[config.mk]
export PLATFORM = sky130hd
export DESIGN_NAME = addsub_serial
export DESIGN_NICKNAME = d
export VERILOG_FILES = /design/src/rtl/addsub_pkg.sv /design/src/rtl/addsub_digit.sv /design/src/rtl/addsub_serial.sv
export SDC_FILE = /design/constraint.sdc
export NUM_CORES = 1
export LEC_CHECK = 0
export ABC_AREA = 1
export CAP_MARGIN = 30
export CORE_MARGIN = 4
export CORE_UTILIZATION = 56
export DETAILED_ROUTE_END_ITERATION = 8
export PLACE_DENSITY_LB_ADDON = 0.15
export SLEW_MARGIN = 5
export SYNTH_ARGS = -nofsm -noshare
export SYNTH_HDL_FRONTEND = slang
export SYNTH_SLANG_ARGS = --single-unit
[constraint.sdc]
create_clock -name clk -period 5.2 [get_ports clk]
set_input_delay 1.04 -clock clk [delete_from_list [all_inputs] [get_ports clk]]
set_output_delay 1.04 -clock clk [all_outputs]
set_load 0.02 [all_outputs]
[src/rtl/addsub_pkg.sv]
// Shared types and sizing helpers for the digit-serial adder/subtractor.
package addsub_pkg;

   typedef enum logic [1:0] {
      IDLE,
      RUN,
      DONE
   } state_t;

   // Number of digit steps needed to cover the full operand width.
   function automatic int ndig(input int width, input int digit);
      return (digit > 0) ? (width / digit) : 1;
   endfunction

   // Digit counter width: $clog2(NDIG), never narrower than one bit.
   function automatic int cnt_width(input int n);
      return (n > 1) ? $clog2(n) : 1;
   endfunction

endpackage

[src/rtl/addsub_digit.sv]
// Combinational DIGIT-bit ripple adder slice with carry into its top bit.
module addsub_digit #(
   parameter int DIGIT = 4
) (
   input  logic [DIGIT-1:0] x,
   input  logic [DIGIT-1:0] y,
   input  logic             cin,
   output logic [DIGIT-1:0] sum,
   output logic             cout,
   output logic             c_msb
);

   logic [DIGIT:0] full;

   // Digit sum with carry; the carry into the top bit is recovered from the
   // top sum bit, which equals x ^ y ^ carry-in at that position.
   always_comb begin
      full  = {1'b0, x} + {1'b0, y} + {{DIGIT{1'b0}}, cin};
      sum   = full[DIGIT-1:0];
      cout  = full[DIGIT];
      c_msb = full[DIGIT-1] ^ x[DIGIT-1] ^ y[DIGIT-1];
   end

endmodule

[src/rtl/addsub_serial.sv]
// Digit-serial two's-complement adder/subtractor with valid/ready handshakes.
// Optional build macro: ADDSUB_SATURATE_EN clamps s to the signed extreme on
// overflow; without it s wraps modulo 2^WIDTH.
module addsub_serial #(
   parameter int WIDTH = 16,
   parameter int DIGIT = 4
) (
   input  logic             clk,
   input  logic             rst,
   input  logic             in_valid,
   output logic             in_ready,
   input  logic [WIDTH-1:0] a,
   input  logic [WIDTH-1:0] b,
   input  logic             d,
   output logic             out_valid,
   input  logic             out_ready,
   output logic [WIDTH-1:0] s,
   output logic             ovf,
   output logic             cout
);

   import addsub_pkg::*;

   localparam int NDIG = ndig(WIDTH, DIGIT);
   localparam int CW   = cnt_width(NDIG);
   localparam int PW   = (WIDTH > DIGIT) ? (WIDTH - DIGIT) : 1;

   if (WIDTH < 2 || DIGIT < 1 || (WIDTH % DIGIT) != 0) begin : g_param_check
      $error("addsub_serial: WIDTH must be >= 2, DIGIT >= 1, WIDTH %% DIGIT == 0");
   end

   state_t           state;
   logic [WIDTH-1:0] areg;
   logic [WIDTH-1:0] breg;
   logic [PW-1:0]    part;
   logic             carry;
   logic [CW-1:0]    cnt;

   logic [DIGIT-1:0] dsum;
   logic             dcout;
   logic             dcmsb;
   logic [WIDTH-1:0] snext;
   logic [PW-1:0]    part_next;
   logic [WIDTH-1:0] sfinal;

   addsub_digit #(.DIGIT(DIGIT)) u_digit (
      .x     (areg[DIGIT-1:0]),
      .y     (breg[DIGIT-1:0]),
      .cin   (carry),
      .sum   (dsum),
      .cout  (dcout),
      .c_msb (dcmsb)
   );

   // Partial sum keeps only the upper WIDTH-DIGIT bits; the newest digit
   // lands on top and the completed word is assembled with the last digit.
   if (DIGIT < WIDTH) begin : g_multi
      always_comb begin
         snext     = {dsum, part};
         part_next = snext[WIDTH-1:DIGIT];
      end
   end else begin : g_single
      always_comb begin
         snext     = dsum;
         part_next = '0;
      end
   end

   // Final result, optionally clamped; the A sign sits in the top digit here.
   always_comb begin
      sfinal = snext;
`ifdef ADDSUB_SATURATE_EN
      if (dcmsb ^ dcout)
         sfinal = areg[DIGIT-1] ? {1'b1, {(WIDTH-1){1'b0}}}
                                : {1'b0, {(WIDTH-1){1'b1}}};
`endif
   end

   // Ready only while idle and out of reset.
   always_comb in_ready = (state == IDLE) && !rst;

   // Control FSM, operand shift registers and registered result outputs.
   always_ff @(posedge clk or posedge rst) begin
      if (rst) begin
         state     <= IDLE;
         areg      <= '0;
         breg      <= '0;
         part      <= '0;
         carry     <= 1'b0;
         cnt       <= '0;
         s         <= '0;
         ovf       <= 1'b0;
         cout      <= 1'b0;
         out_valid <= 1'b0;
      end else begin
         case (state)
            IDLE: begin
               if (in_valid) begin
                  areg  <= a;
                  breg  <= b ^ {WIDTH{d}};
                  carry <= d;
                  cnt   <= '0;
                  state <= RUN;
               end
            end
            RUN: begin
               areg  <= areg >> DIGIT;
               breg  <= breg >> DIGIT;
               part  <= part_next;
               carry <= dcout;
               cnt   <= cnt + 1'b1;
               if (cnt == CW'(NDIG - 1)) begin
                  s         <= sfinal;
                  ovf       <= dcmsb ^ dcout;
                  cout      <= dcout;
                  out_valid <= 1'b1;
                  state     <= DONE;
               end
            end
            DONE: begin
               if (out_ready) begin
                  out_valid <= 1'b0;
                  state     <= IDLE;
               end
            end
            default: state <= IDLE;
         endcase
      end
   end

endmodule
==> qor.txt, run 1 <==
status: completed
complex-gate fraction of the synthesized area: 0.132
DRC violations left: 0
synthesized flop and latch total: 68
initial antenna violation count: 0
Root Buffer: clkbuf_8
Slew headroom: 0.371
worst-margin pin slew: 0.941 ns
die area: 6670 µm²
Critical Path Start Type: primary input
H-Tree Depth: 3
Mapped Cells: 317
Synth async-reset ratio: 1.00
Layout area overhead: 24.9%
WL final: 5980 µm
Synth cell types: 28
Worst EP required: 4.16 ns
placed instance area: 3600 µm²
Die Wd: 81.6 µm
Iter 0 DRT Violations: 99
cts bufs inserted: 9
Setup Skew: 0.00750 ns
Layout Utilization: 0.733
Worst Path Arrival: 2.25 ns
largest family of logic cells by synthesized area: simple AND/OR/NAND/NOR gates
register area share after synthesis: 0.560
Sw Ratio: 0.399
first-pass GRT wire length: 10200 µm
Crit. End Element: output pin
Hold WC Path Type: flop to flop
mux cell area share after synthesis: 0
Final #Nets: 413
fillcell total: 396
crit path kind: primary input to output pin
metal2 WL: 2970 µm
vias per cell: 5.23
CTS Hold Bufs: 0
Int Pwr: 1450 µW
RSZ-0062 raised after global routing: no
Post-Synth Adder-Cell Area: 0.0297
Net Switching: 958 µW
mapped cell area: 3040 µm²
Ys Warns: 0
Min Hold Slack: 0.470 ns
Routed Antenna Nets: 0
clock tree buffer depth: 2
HPWL Detailed: 3890 µm
WL met1: 2590 µm
Final Cycle Share: 0.634
die span in y: 81.6 µm
Vias: 2326
CTS sink count: 68
Max Cap Viol: 0
FMAX: 0.304 GHz
commonest non-fill, non-tap cell in the layout: nand2_1
GP Congestion: 0.749
sequential group share of total power: 0.375
Worst-Skew Late Latency: 0.34 ns
Top Ports: 57
Met3 Wirelength: 314 µm
Final setup viols: 0
Comb power frac: 0.445
# rows: 26
mean post-synth cell area: 9.58 µm²
ANT cells: 0
post-CTS resize count: 0
Worst IR Drop VDD: 0.308 mV
top_reg_cell synth: dfrtp_1
setup tns final: 0 ns
Clock Power Share: 0.180
post-DR wirelength/cell: 13.4 µm
port bufs: 56
maximum fanout along the worst path: 2
number of synthesized flops with an enable pin: 0
GRT Total Usage: 0.202
Lkg Pwr: 0.00176 µW
Net Count, Synth: 360
pwr dens: 634 nW/µm²
Worst-path clk slew: 0.07 ns
post-synthesis xor/xnor area fraction: 0.0490
min cycle time layout: 3.29 ns
DRT Pass-1 Iters: 4
commonest cells after routing, fill and taps aside: nand2_1 (98), dfrtp_1 (68), clkdlybuf4s50_1 (56)
CTS tree: done
fin worst setup slack: 1.91 ns
GRT overflow: 0
Design Area, Final: 3790 µm²
share of synthesized cell area in and, or, nand and nor gates: 0.157
max-slew violation count: 0
vias in the first global route: 2244
share of cells above drive strength 1: 0.0640
Core ar.: 5170 µm²
dpl ws: 1.88 ns
initial cell density of the core: 0.587
Fin. Hold Viols: 0
# Post-CTS Setup Buffers: 0
largest net degree at the start of global routing: 37
highest metal used: met4
## cells by family after synthesis
group                      after synthesis
adders and majority gates                6
DFF                                     68
buffers and inverters                   48
AOI/OAI and AO/OA                       62
and+or+nand+nor                        116
xor gates and xnor gates                17
## power by group through the flow
stage / Sequential (µW) / Combinational, µW / Clock [µW]
6_report: 901 / 1070 / 434
5_1_grt: 934 / 1210 / 464
4_1_cts: 902 / 1080 / 437
3_5_place_dp: 908 / 1070 / 0
3_3_place_gp: 901 / 1030 / 0
2_1_floorplan: 960 / 722 / 0
## final timing paths
kind,slack (ns),from,cells past startpoint,end
max,1.91,rst,3,in_ready
min,0.47,part[0]$_DFFE_PP0P_,2,s[0]$_DFFE_PP0P_
max reg2reg,2.54,state[1]$_DFFE_PP0P_,5,ovf$_DFFE_PP0P_
min reg2reg,0.47,part[0]$_DFFE_PP0P_,2,s[0]$_DFFE_PP0P_
max in group asynchronous,3.13,rst,3,areg[11]$_DFFE_PP0P_
min in group asynchronous,1.15,rst,2,out_valid$_DFFE_PP0P_
## routing by layer
| metal | vias up | global-route usage |
|---|---|---|
| met5 | - | 0 |
| met4 | 0 | 0.0864 |
| met3 | 12 | 0.0362 |
| met2 | 61 | 0.338 |
| met1 | 1117 | 0.257 |
| li1 | 1136 | - |
## cell usage after synthesis, drive strengths merged (2+ instances only)
library cell   n  share of area
inv           33          0.041
nor2           4         0.0074
xnor2         17          0.049
fa             2          0.013
buf           14          0.030
nand3         11          0.022
o221ai         7          0.020
o22ai          4         0.0082
a22oi          8          0.020
nand2         99           0.12
o21ai         28          0.046
dfrtp         68           0.56
o211ai         8          0.023
ha             4          0.016
a21oi          4         0.0066
a22o           2         0.0058
## metrics by stage
stage                     cells  power (µW)
after CTS                   445        2420
after detailed placement    429        1980
after global placement      429        1940
after global routing        445        2600
final                       445        2400
after floorplan             317        1680
## registers in the layout, summed over array words and instances (netlist names)
signal / flops
state: 2
out_valid: 1
cnt: 2
carry: 1
breg: 16
s: 16
areg: 16
cout: 1
ovf: 1
part: 12
## cell type report
cell class                      instances  area (µm²)  share of cell area
Timing Repair Buffer                   57         568               0.150
Multi-Input combinational cell        201        1120               0.294
Clock buffer                           15         166              0.0439
Clock inverter                          1        30.0             0.00792
Tap cell                               70        87.6              0.0231
Inverter                               33         124              0.0327
Sequential cell                        68        1700               0.449
## worst max-delay path, stage by stage
cell	delay (ns)
clkdlybuf4s50_1	0.43
nor3_1	0.15
clkdlybuf4s50_1	0.63
Note: power is estimated with default switching activity, not from simulation.
==> inputs of run 2 (changes only) <==
Settings changed: CORE_UTILIZATION 56 to 47.
Clock period 5.2 ns to 2.86 ns, I/O delays scaled along.
==> run 2 against run 1 <==
  * Core utilization fell by 13 points
  * Critical path depth did not move
  * Sequential cell count did not move
  * Sequential share of layout area fell by 0.24 points
  * Non-clock buffer count rose by 6
  * Global-route usage fell by 3.9 points
  * Clock-buffer cell count fell by 1
  * Worst setup slack got worse by 1.4 ns
  * First-iteration DRC count fell by 43%
  * Total power rose by 76%
  * Critical path type unchanged
  * Highest routed layer unchanged
==> qor.txt, run 2 (same netlist as run 1, synthesis figures left out) <==
Iter 0 DRT Violations: 56 (-43%)
Comb power frac: 0.458 (+0.013)
Die Wd: 88.4 µm (+8.3%)
GRT Total Usage: 0.163 (-0.0387)
vias in the first global route: 2144 (-4.5%)
Sw Ratio: 0.401 (+0.00227)
commonest non-fill, non-tap cell in the layout: nand2_1
CP Cell Sequence: clkdlybuf4s50_1 -> nor3_1 -> clkdlybuf4s50_1
RSZ-0062 raised after global routing: no
Regs by FF count: areg x16, breg x16, s x16
GP Congestion: 0.796 (+6.3%)
Setup Skew: 0.00565 ns (-0.00185 ns)
HPWL Detailed: 3990 µm (+2.4%)
Net Switching: 1700 µW (+77%)
port bufs: 56 (unchanged)
min cycle time layout: 2.37 ns
CTS Hold Bufs: 0 (unchanged)
CP max stage cell: clkdlybuf4s50_1
Layout area overhead: 25.6%
GRT overflow: 0 (unchanged)
Critical Path Sink: in_ready
WL final: 5730 µm (-4.2%)
worst reg2reg path endpoint: ovf$_DFFE_PP0P_
placed instance area: 3650 µm² (+1.5%)
commonest cells after routing, fill and taps aside: nand2_1 (98), dfrtp_1 (68), clkdlybuf4s50_1 (56)
Critical Path Source: rst
ANT cells: 0 (unchanged)
post-DR wirelength/cell: 12.5 µm (-6.9%)
FMAX: 0.423 GHz
post-CTS resize count: 0 (unchanged)
CTS sink count: 68 (unchanged)
Lkg Pwr: 0.00178 µW (+0.84%)
clock tree buffer depth: 2 (unchanged)
share of cells above drive strength 1: 0.0787 (+0.0147)
DRT Pass-1 Iters: 4 (unchanged)
Worst EP required: 2.29 ns (-1.87 ns)
Root Buffer: clkbuf_8
FF-to-FF Start: areg[0]$_DFFE_PP0P_
Worst-Skew Late Latency: 0.33 ns (about the same)
Final Cycle Share: 0.827
Worst Path Arrival: 1.79 ns (-0.46 ns)
Critical Path Start Type: primary input
Reg2Reg Depth: 10 (+5)
initial antenna violation count: 0 (unchanged)
Fin. Hold Viols: 0 (unchanged)
H-Tree Depth: 3 (unchanged)
Vias: 2259 (-2.9%)
Core ar.: 6310 µm² (+22%)
Int Pwr: 2540 µW (+76%)
# Post-CTS Setup Buffers: 0 (unchanged)
max-slew violation count: 0 (unchanged)
Hold WC Path Type: flop to flop
# rows: 29 (+12%)
cts bufs inserted: 9 (unchanged)
CTS tree: done
vias per cell: 4.93 (-5.6%)
Top Ports: 57 (unchanged)
pwr dens: 1110 nW/µm² (+76%)
Crit. End Element: output pin
worst reg-to-reg setup slack: 1.13 ns (-1.41 ns)
Max Cap Viol: 0 (unchanged)
maximum fanout along the worst path: 2 (unchanged)
crit path kind: primary input to output pin
Worst-path clk slew: 0.07 ns (about the same)
Slew headroom: 0.661 (+0.290)
worst-margin pin slew: 0.508 ns (-0.433 ns)
initial cell density of the core: 0.481 (-0.106)
Worst IR Drop VDD: 0.590 mV (+91%)
largest net degree at the start of global routing: 34 (-8.1%)
Final setup viols: 0 (unchanged)
cell mode on critical path: clkdlybuf4s50_1
Routed Antenna Nets: 0 (unchanged)
Design Area, Final: 3810 µm² (+0.53%)
first-pass GRT wire length: 9710 µm (-4.9%)
die area: 7810 µm² (+17%)
Final #Nets: 419 (+1.5%)
DRC violations left: 0 (unchanged)
status: completed
slowest stage delay, CP: 0.63 ns (about the same)
die span in y: 88.4 µm (+8.3%)
setup tns final: 0 ns (unchanged)
sequential group share of total power: 0.386 (+0.011)
Clock Power Share: 0.156 (-0.024)
-- run 2: cell types whose count changed in the layout (fill, tap and decap cells not counted) --
cell       previous run  this run
clkbuf_8             11        10
buf_4                 1         7
clkinv_2              0         2
bufinv_16             1         0
-- run 2: worst min-delay path by stage --
| stage | depth (start not counted) | from | end | slack, ns |
|---|---|---|---|---|
| after floorplan | 2 | part[0]$_DFFE_PP0P_ | s[0]$_DFFE_PP0P_ | 0.44 |
| after global placement | 2 | areg[13]$_DFFE_PP0P_ | areg[13]$_DFFE_PP0P_ | 0.45 |
| after detailed placement | 2 | areg[13]$_DFFE_PP0P_ | areg[13]$_DFFE_PP0P_ | 0.46 |
| after CTS | 2 | areg[13]$_DFFE_PP0P_ | areg[13]$_DFFE_PP0P_ | 0.48 |
| after global routing | 2 | part[2]$_DFFE_PP0P_ | s[2]$_DFFE_PP0P_ | 0.49 |
| final | 1 | cnt[0]$_DFFE_PP0P_ | cnt[0]$_DFFE_PP0P_ | 0.47 |
-- run 2: stage by stage --
| step | total power (µW) | setup slack (ns) | cells | util | hold slack (ns) |
|---|---|---|---|---|---|
| 6_report | 4240 | 0.494 | 458 | 0.604 | 0.473 |
| 2_1_floorplan | 3060 | 0.576 | 317 | - | 0.442 |
| 5_1_grt | 4630 | 0.449 | 458 | 0.604 | 0.494 |
| 3_3_place_gp | 3570 | 0.518 | 442 | 0.578 | 0.454 |
| 4_1_cts | 4300 | 0.478 | 458 | 0.604 | 0.476 |
| 3_5_place_dp | 3630 | 0.482 | 442 | 0.578 | 0.459 |
-- run 2: worst max-delay path, delay by kind of cell --
kind	cells	cell delay, ns
buf+inv	2	1.06
simple gates	1	0.16
-- run 2: layer usage --
layer  track usage  part of all wire
met2         0.252              0.46
met3        0.0372             0.045
met4        0.0783             0.018
met1         0.217              0.47
met5             0                 0
-- run 2: power by group through the flow --
stage	clock network, µW	registers (µW)	logic, µW
floorplan	0	1750	1310
global placement	0	1640	1920
detailed placement	0	1650	1970
CTS	683	1640	1980
global route	729	1690	2210
finish	662	1640	1940
-- run 2: final cells by class --
type | count | area, µm²
clock buffer | 14 | 153
clock inverter | 2 | 10.0
sequential | 68 | 1700
tap | 77 | 96.3
timing repair buffer | 63 | 613
multi-input combinational | 201 | 1120
inverter | 33 | 124
fill | 598 | 2500
==> inputs of run 3 (changes only) <==
Settings changed: CORE_UTILIZATION 47 to 52.
Clock period 2.86 ns to 2.2 ns, I/O delays scaled along.
==> run 3 against run 2 <==
  * Total power is 37% higher
  * Sequential share of layout area is 0.62 points lower
  * Register-to-register slack worse by 0.71 ns
  * Combinational power is 35% higher
  * Worst setup slack worse by 0.38 ns
  * Core utilization is 9.0 points higher
  * Critical endpoint unchanged
==> qor.txt, run 3 (same netlist as run 1, synthesis figures left out) <==
post-DR wirelength/cell: 13.6 µm (+8.4%)
GRT Total Usage: 0.189 (+0.0259)
Crit. End Element: output pin
worst-margin pin slew: 0.401 ns (-0.107 ns)
vias per cell: 5.11 (+3.6%)
cell family with most CP delay: buffers and inverters
RSZ-0062 raised after global routing: no
post-CTS resize count: 0 (unchanged)
DRC violations left: 0 (unchanged)
Iter 0 DRT Violations: 109 (+95%)
min cycle time layout: 2.09 ns
Worst-path clk slew: 0.07 ns (about the same)
port bufs: 56 (unchanged)
CP max stage cell: clkdlybuf4s50_1
commonest non-fill, non-tap cell in the layout: nand2_1
CTS sink count: 68 (unchanged)
initial cell density of the core: 0.545 (+0.0638)
Final #Nets: 420 (+0.24%)
slowest stage delay, CP: 0.64 ns (about the same)
WL final: 6160 µm (+7.5%)
die area: 7130 µm² (-8.8%)
Reg2Reg Depth: 10 (unchanged)
FF-to-FF Start: areg[0]$_DFFE_PP0P_
Worst IR Drop VDD: 0.675 mV (+14%)
Crit path buffers/inverters: 2 (unchanged)
Worst EP required: 1.76 ns (-0.53 ns)
Hold WC Path Type: flop to flop
Core ar.: 5570 µm² (-12%)
ANT cells: 0 (unchanged)
Critical Path Sink: in_ready
Crit path depth: 3 (unchanged)
clock tree buffer depth: 2 (unchanged)
crit path kind: primary input to output pin
Worst Path Arrival: 1.65 ns (-0.14 ns)
total power: 5800 µW (+37%)
H-Tree Depth: 3 (unchanged)
Regs by FF count: areg x16, breg x16, s x16
initial antenna violation count: 0 (unchanged)
Layout area overhead: 27.4%
Die Wd: 84.4 µm (-4.5%)
fillcell total: 458 (-23%)
Slew headroom: 0.732 (+0.0713)
CP Cell Sequence: clkdlybuf4s50_1 -> nor3_1 -> clkdlybuf4s50_1
maximum fanout along the worst path: 2 (unchanged)
Vias: 2320 (+2.7%)
placed instance area: 3660 µm² (+0.38%)
# rows: 27 (-6.9%)
FMAX: 0.479 GHz
first-pass GRT wire length: 10700 µm (+10%)
Routed Antenna Nets: 0 (unchanged)
die span in y: 84.4 µm (-4.5%)
DP Cell Count: 438 (-0.90%)
Critical Path Source: rst
share of cells above drive strength 1: 0.0890 (+0.0103)
max-slew violation count: 0 (unchanged)
pwr dens: 1500 nW/µm² (+35%)
cts bufs inserted: 9 (unchanged)
Critical Path Start Type: primary input
Top Ports: 57 (unchanged)
CTS Hold Bufs: 0 (unchanged)
DRT Pass-1 Iters: 4 (unchanged)
largest net degree at the start of global routing: 69 (+100%)
vias in the first global route: 2297 (+7.1%)
# Post-CTS Setup Buffers: 0 (unchanged)
cell mode on critical path: clkdlybuf4s50_1
worst reg-to-reg setup slack: 0.42 ns (-0.71 ns)
Layout Cells excl Fill: 454 (-0.87%)
Worst-Skew Late Latency: 0.34 ns (about the same)
Final setup viols: 0 (unchanged)
Setup Skew: 0.00763 ns (+0.00198 ns)
Fin. Hold Viols: 0 (unchanged)
worst reg2reg path endpoint: ovf$_DFFE_PP0P_
GRT overflow: 0 (unchanged)
setup tns final: 0 ns (unchanged)
status: completed
Final Cycle Share: 0.949
Max Cap Viol: 0 (unchanged)
Design Area, Final: 3870 µm² (+1.4%)
GP Congestion: 0.800 (+0.50%)
Layout Utilization: 0.694 (+0.0898)
Root Buffer: clkbuf_8
commonest cells after routing, fill and taps aside: nand2_1 (98), dfrtp_1 (68), clkdlybuf4s50_1 (56)
HPWL Detailed: 4230 µm (+6.2%)
Lkg Pwr: 0.00181 µW (+1.5%)
CTS tree: done
==> run 3: stage by stage <==
step | setup WS [ns] | hold WS (ns)
final | 0.113 | 0.476
after floorplan | 0.0485 | 0.442
after global placement | 0.129 | 0.454
after CTS | 0.0967 | 0.476
after global routing | 0.0397 | 0.499
after detailed placement | 0.0979 | 0.457
==> run 3: routing by layer <==
metal	vias to the layer above	GRT usage	share of wire	wire, µm
met2	51	0.319	0.48	2980
met1	1106	0.239	0.45	2770
li1	1152	-	-	-
met4	0	0.0820	0.021	129
met5	-	0	0	0
met3	11	0.0334	0.045	278
==> run 3: worst min-delay path: cells and delay by family, from the launching register on <==
kind	cells	cell delay (ns)
AND/OR/NAND/NOR	2	0.10
flip-flops	1	0.35
==> run 3: power by group <==
| group | total (µW) | switching (µW) | leakage [µW] | internal, µW |
|---|---|---|---|---|
| clock | 1040 | 461 | 0.000102 | 582 |
| combinational | 2620 | 1550 | 0.000842 | 1070 |
| sequential | 2130 | 301 | 0.000860 | 1830 |
| total | 5800 | 2310 | 0.00181 | 3490 |
==> run 3: how the worst min path moves through the flow <==
stage / startpoint / slack, ns / end / cells past startpoint
2_1_floorplan: part[0]$_DFFE_PP0P_ / 0.44 / s[0]$_DFFE_PP0P_ / 2
3_3_place_gp: areg[13]$_DFFE_PP0P_ / 0.45 / areg[13]$_DFFE_PP0P_ / 2
3_5_place_dp: part[0]$_DFFE_PP0P_ / 0.46 / s[0]$_DFFE_PP0P_ / 2
4_1_cts: part[0]$_DFFE_PP0P_ / 0.48 / s[0]$_DFFE_PP0P_ / 2
5_1_grt: s[9]$_DFFE_PP0P_ / 0.50 / s[9]$_DFFE_PP0P_ / 2
6_report: areg[14]$_DFFE_PP0P_ / 0.48 / areg[14]$_DFFE_PP0P_ / 2
==> run 3: layout make-up <==
cell class	count	area (µm²)	area share
multi-input cells	201	1120	0.289
clock inverters	4	47.5	0.0123
repair buffers	64	633	0.164
well taps	72	90.1	0.0233
clock buffers	12	155	0.0401
inverters	33	124	0.0320
flip-flops and latches	68	1700	0.440
